$ cat src/rtl/fifo_pkg.sv
// fifo_pkg
//   Definitions shared by the single-clock FIFO and its memory:
//   - fwft_mode_e      : read-port style (registered or fall-through)
//   - DEFAULT_AE_LEVEL : default almost-empty threshold
//   - is_pow2()        : depth legality check used at elaboration
package fifo_pkg;

  typedef enum logic {
    FWFT_OFF = 1'b0,
    FWFT_ON  = 1'b1
  } fwft_mode_e;

  localparam int DEFAULT_AE_LEVEL = 2;

  // A depth is legal when it is at least 2 and has a single bit set.
  function automatic bit is_pow2(input int n);
    return (n >= 2) && ((n & (n - 1)) == 0);
  endfunction

endpackage

$ cat src/rtl/sync_fifo_ram.sv
// sync_fifo_ram
//   Single-clock storage array: synchronous write, asynchronous read.
//   The array is not reset.
//   Ports:
//     clk      : clock, rising edge
//     we_i     : write enable
//     waddr_i  : write address
//     wdata_i  : write data
//     raddr_i  : read address
//     rdata_o  : read data, combinational from raddr_i
module sync_fifo_ram #(
  parameter int DATA_WIDTH = 8,
  parameter int DEPTH      = 8,
  parameter int ADDR_WIDTH = $clog2(DEPTH)
) (
  input  logic                  clk,
  input  logic                  we_i,
  input  logic [ADDR_WIDTH-1:0] waddr_i,
  input  logic [DATA_WIDTH-1:0] wdata_i,
  input  logic [ADDR_WIDTH-1:0] raddr_i,
  output logic [DATA_WIDTH-1:0] rdata_o
);

  logic [DATA_WIDTH-1:0] mem_q [DEPTH];

  always_ff @(posedge clk) begin
    if (we_i) begin
      mem_q[waddr_i] <= wdata_i;
    end
  end

  assign rdata_o = mem_q[raddr_i];

endmodule

$ cat src/rtl/sync_fifo_param.sv
// sync_fifo_param
//   Single-clock FIFO with fill-level count, almost-full/almost-empty
//   thresholds, overflow/underflow pulses and a build-time choice of
//   registered (FWFT=0) or first-word-fall-through (FWFT=1) read port.
//   Ports:
//     clk          : clock, rising edge
//     rst_n        : synchronous active-low reset
//     w_en         : write request
//     data_in      : write data
//     r_en         : read request (pop/acknowledge in FWFT mode)
//     data_out     : read data
//     rd_valid     : data_out is valid
//     full / empty : count == DEPTH / count == 0
//     almost_full  : count >= AF_LEVEL
//     almost_empty : count <= AE_LEVEL
//     count        : occupancy 0..DEPTH
//     overflow     : one-cycle pulse after a rejected write
//     underflow    : one-cycle pulse after a rejected read
module sync_fifo_param
  import fifo_pkg::*;
#(
  parameter int DATA_WIDTH = 8,
  parameter int DEPTH      = 8,
  parameter int AF_LEVEL   = DEPTH - 2,
  parameter int AE_LEVEL   = DEFAULT_AE_LEVEL,
  parameter int FWFT       = int'(FWFT_OFF),
  parameter int PTR_WIDTH  = $clog2(DEPTH)
) (
  input  logic                  clk,
  input  logic                  rst_n,
  input  logic                  w_en,
  input  logic [DATA_WIDTH-1:0] data_in,
  input  logic                  r_en,
  output logic [DATA_WIDTH-1:0] data_out,
  output logic                  rd_valid,
  output logic                  full,
  output logic                  empty,
  output logic                  almost_full,
  output logic                  almost_empty,
  output logic [PTR_WIDTH:0]    count,
  output logic                  overflow,
  output logic                  underflow
);

  if (!is_pow2(DEPTH)) begin : g_bad_depth
    $error("sync_fifo_param: DEPTH must be a power of two and >= 2");
  end
  if (AF_LEVEL < 1 || AF_LEVEL > DEPTH) begin : g_bad_af
    $error("sync_fifo_param: AF_LEVEL out of range 1..DEPTH");
  end
  if (AE_LEVEL < 0 || AE_LEVEL > DEPTH - 1) begin : g_bad_ae
    $error("sync_fifo_param: AE_LEVEL out of range 0..DEPTH-1");
  end
  if (FWFT != int'(FWFT_OFF) && FWFT != int'(FWFT_ON)) begin : g_bad_fwft
    $error("sync_fifo_param: FWFT must be 0 or 1");
  end

  localparam logic [PTR_WIDTH:0] DEPTH_C = (PTR_WIDTH + 1)'(DEPTH);
  localparam logic [PTR_WIDTH:0] AF_C    = (PTR_WIDTH + 1)'(AF_LEVEL);
  localparam logic [PTR_WIDTH:0] AE_C    = (PTR_WIDTH + 1)'(AE_LEVEL);
  localparam logic [PTR_WIDTH:0] ONE_C   = (PTR_WIDTH + 1)'(1);

  logic [PTR_WIDTH:0]    wptr_q, wptr_d;
  logic [PTR_WIDTH:0]    rptr_q, rptr_d;
  logic [PTR_WIDTH:0]    count_q, count_d;
  logic                  overflow_q, underflow_q;
  logic                  rd_ok, wr_ok;
  logic [DATA_WIDTH-1:0] ram_rdata;

  // Flags decode the registered count only, so they never glitch.
  assign full         = (count_q == DEPTH_C);
  assign empty        = (count_q == '0);
  assign almost_full  = (count_q >= AF_C);
  assign almost_empty = (count_q <= AE_C);
  assign count        = count_q;
  assign overflow     = overflow_q;
  assign underflow    = underflow_q;

  // A write into a full FIFO is fine when a read frees a slot in the same
  // cycle. The converse does not hold: no write-to-read bypass when empty.
  assign rd_ok = r_en & ~empty;
  assign wr_ok = w_en & (~full | rd_ok);

  always_comb begin
    wptr_d  = wptr_q;
    rptr_d  = rptr_q;
    count_d = count_q;
    if (wr_ok) wptr_d = wptr_q + ONE_C;
    if (rd_ok) rptr_d = rptr_q + ONE_C;
    unique case ({wr_ok, rd_ok})
      2'b10:   count_d = count_q + ONE_C;
      2'b01:   count_d = count_q - ONE_C;
      default: count_d = count_q;
    endcase
  end

  always_ff @(posedge clk) begin
    if (!rst_n) begin
      wptr_q      <= '0;
      rptr_q      <= '0;
      count_q     <= '0;
      overflow_q  <= 1'b0;
      underflow_q <= 1'b0;
    end else begin
      wptr_q      <= wptr_d;
      rptr_q      <= rptr_d;
      count_q     <= count_d;
      overflow_q  <= w_en & ~wr_ok;
      underflow_q <= r_en & ~rd_ok;
    end
  end

  // Gating with rst_n keeps a write presented during reset out of the array.
  sync_fifo_ram #(
    .DATA_WIDTH (DATA_WIDTH),
    .DEPTH      (DEPTH),
    .ADDR_WIDTH (PTR_WIDTH)
  ) u_ram (
    .clk     (clk),
    .we_i    (wr_ok & rst_n),
    .waddr_i (wptr_q[PTR_WIDTH-1:0]),
    .wdata_i (data_in),
    .raddr_i (rptr_q[PTR_WIDTH-1:0]),
    .rdata_o (ram_rdata)
  );

  if (FWFT == int'(FWFT_ON)) begin : g_fwft
    // Head word is shown directly; r_en acknowledges it.
    assign data_out = ram_rdata;
    assign rd_valid = ~empty;
  end else begin : g_reg_read
    logic [DATA_WIDTH-1:0] data_q;
    logic                  rd_valid_q;

    always_ff @(posedge clk) begin
      if (!rst_n) begin
        data_q     <= '0;
        rd_valid_q <= 1'b0;
      end else begin
        rd_valid_q <= rd_ok;
        if (rd_ok) data_q <= ram_rdata;
      end
    end

    assign data_out = data_q;
    assign rd_valid = rd_valid_q;
  end

endmodule

$ cat config.mk
export PLATFORM = sky130hd
export DESIGN_NAME = sync_fifo_param
export DESIGN_NICKNAME = d
export VERILOG_FILES = /design/src/rtl/fifo_pkg.sv /design/src/rtl/sync_fifo_ram.sv /design/src/rtl/sync_fifo_param.sv
export SDC_FILE = /design/constraint.sdc
export NUM_CORES = 1
export LEC_CHECK = 0
export CAP_MARGIN = 20
export CORE_MARGIN = 4
export CORE_UTILIZATION = 25
export CTS_CLUSTER_DIAMETER = 60
export DETAILED_ROUTE_END_ITERATION = 8
export PLACE_DENSITY = 0.47
export SKIP_LAST_GASP = 1
export SYNTH_ARGS = -nofsm -noshare
export SYNTH_HDL_FRONTEND = slang
export SYNTH_SLANG_ARGS = --single-unit
$ cat constraint.sdc
create_clock -name clk -period 6.5 [get_ports clk]
set_input_delay 1.95 -clock clk [delete_from_list [all_inputs] [get_ports clk]]
set_output_delay 1.95 -clock clk [all_outputs]
set_load 0.005 [all_outputs]
==> results.cfg <==
[layout]
finish.utilization = 0.3159
nets = 259
diodes = 0
fillers = 1290
drive_gt1_frac = 0.1660
instances_no_fill = 423
syn2layout_area_growth_pct = 23.28
postLayoutCellArea_um2 = 4200

[synthesis]
async_flop_share = 0
ys_seq_area_frac = 0.6875
synth_top_area_share = 0.5641
synth_edf_count = 64
syn_area_um2 = 3407
avgSynthCellArea_um2 = 16.15
ys_top_cells_by_count = edfxtp_1, dfxtp_1, mux4_2
ys_warn_count = 0
syn_nets = 228
ys_top_cells_by_area = edfxtp_1, dfxtp_1, mux4_2
synth.most_common_cell = edfxtp_1
yosys_register_bits = 85
synthCells = 211
synth_ff_type = edfxtp_1
yosys.area.top_type = edfxtp_1
synth_cell_types = 32

[clocking]
path_clk_slew_ns = 0.06
clk_latency_ns = 0.34
holdBufCountCts = 0
ctsResizeCount = 0
numCtsBuffers = 9
post_cts.repair.setup_buffers = 0
ctsHtreeMaxLevel = 3
cts.sinks = 85
root_buffer = clkbuf_16
clockBufferDepth = 2
cts_tree = done

[floorplanning]
io_pins = 31
fp.dieW_um = 124.7
initial_utilization = 0.2563
die_y_um = 124.7
die_area_um2 = 15560
rows = 42
core_area_um2 = 13300

[sta]
fin_setup_tns_ns = 0
period_share = 0.6715
max_freq_mhz = 229.1
hold_viol = 0
fin_ws_ns = 2.135
maxSlewHeadroom = 0.3229
slew_violations = 0
rsz0062_at_grt = no
setup_viol = 0
finalClockSkew_ns = 0.003984
period_needed_ns = 4.365
tightest_slew_ns = 1.012
whs_ns = 0.5601

[critical_path]
critical_path.max_fanout = 21
crit_path_max_incr_delay_ns = 0.71
startpoint_type = primary input
required_ns = 6.77
arrival_ns = 4.63
path_cells = clkdlybuf4s50_1 -> o41a_1 -> nand2b_1 -> inv_1 -> ha_1 -> a21oi_1 -> nand2_1 -> o22ai_2 -> mux2i_1
cp_slowest_cell = o41a_1
rr_worst_depth = 8
critPathKind = primary input to flip-flop
crit_path_end_kind = flip-flop

[global_route]
grt_overflow = 0
grt_pass1_wl_um = 11460
grt_pass1_vias = 1984
antenna_found_initial = 0
grt_usage = 0.09896
grt_start_max_net_pins = 22

[run]
maxCapViolations = 0

[place]
dpl-instance-area_um2 = 3916
hpwl_um = 4492
port_buffers = 30
gp_congestion = 0.7163
dp_cells = 407
pre_cts_ws_ns = 1.766

[detailed_routing]
wirelength_um = 7098
wl_per_cell_um = 16.78
drt_first_pass_iters = 4
avgViaCountPerCell = 4.371
detail-route-antenna-nets = 0
drc = 0
vias = 1849
drt_iter0_markers = 131

[pwr]
p_leak_nw = 1.351
cellPowerDensity_nw_per_um2 = 378.3
vdd_drop_max_mv = 0.1161
finalPower_mw = 1.589

[run_status]
status = finished clean

[hold_path]
hp-class = flip-flop to flip-flop
min_path_cells = 2
-- critical path: cells and delay by family --
family,cells,cell delay (ns)
buffers and inverters,2,0.82
muxes,1,0.19
and+or+nand+nor,2,0.33
AOI/OAI and AO/OA,3,1.06
adders and majority gates,1,0.28
-- flip-flops by register name, summed over array words and instances, names as in the netlist --
register / count
underflow: 1
rptr_q: 3
count: 4
wptr_q: 3
data_out: 8
u_ram.mem_q: 64
rd_valid: 1
overflow: 1
-- layout by cell type (no fill, tap or decap), types with 4 or more instances in the layout --
cell / instances
edfxtp_1: 64
clkdlybuf4s50_1: 30
dfxtp_1: 21
mux4_2: 16
nor2_1: 11
a21oi_1: 11
mux2i_1: 10
nand2_1: 9
o21ai_0: 9
clkbuf_16: 9
inv_1: 5
buf_4: 5
nor3_1: 4
xnor2_1: 4
ha_1: 4
-- final cells by class --
class / instances / area (µm²) / share of cell area
well taps: 176 / 220.2 / 0.05243
repair buffers: 35 / 337.8 / 0.08043
clock inverters: 5 / 51.30 / 0.01221
multi-input cells: 106 / 997.2 / 0.2374
inverters: 5 / 18.77 / 0.004468
clock buffers: 11 / 232.7 / 0.05541
flip-flops and latches: 85 / 2342 / 0.5576
-- where the power goes --
group          total, mW  internal, mW  switching, mW  leakage (nW)
Clock              0.490         0.295          0.195         0.137
Combinational      0.403         0.229          0.174         0.463
Sequential         0.696         0.633         0.0626         0.751
Total               1.59          1.16          0.432          1.35
-- path summary, 6_finish.rpt --
path,slack (ns),to,from
worst min register to register,0.56,data_out[7],data_out[7]
worst max-delay path,2.13,count[3],r_en
worst max register to register,3.88,count[3],count[0]
worst min-delay path,0.56,data_out[7],data_out[7]
-- kinds of logic after synthesis --
logic type      share of synthesized area
flops                              0.6875
mux                                0.1351
xor+xnor                          0.01800
buf+inv                           0.02644
simple gates                      0.05142
fa+ha+maj                         0.02057
compound gates                    0.06096
-- metal layers --
metal,part of all wire,global-route usage,vias to the layer above,wire length (µm)
met4,0.018,0.03675,0,127
met1,0.44,0.1206,928,3105
li1,-,-,872,-
met2,0.50,0.1565,40,3520
met3,0.048,0.04160,9,344
met5,0,0,-,0
Note: power is estimated with default switching activity, not from simulation.
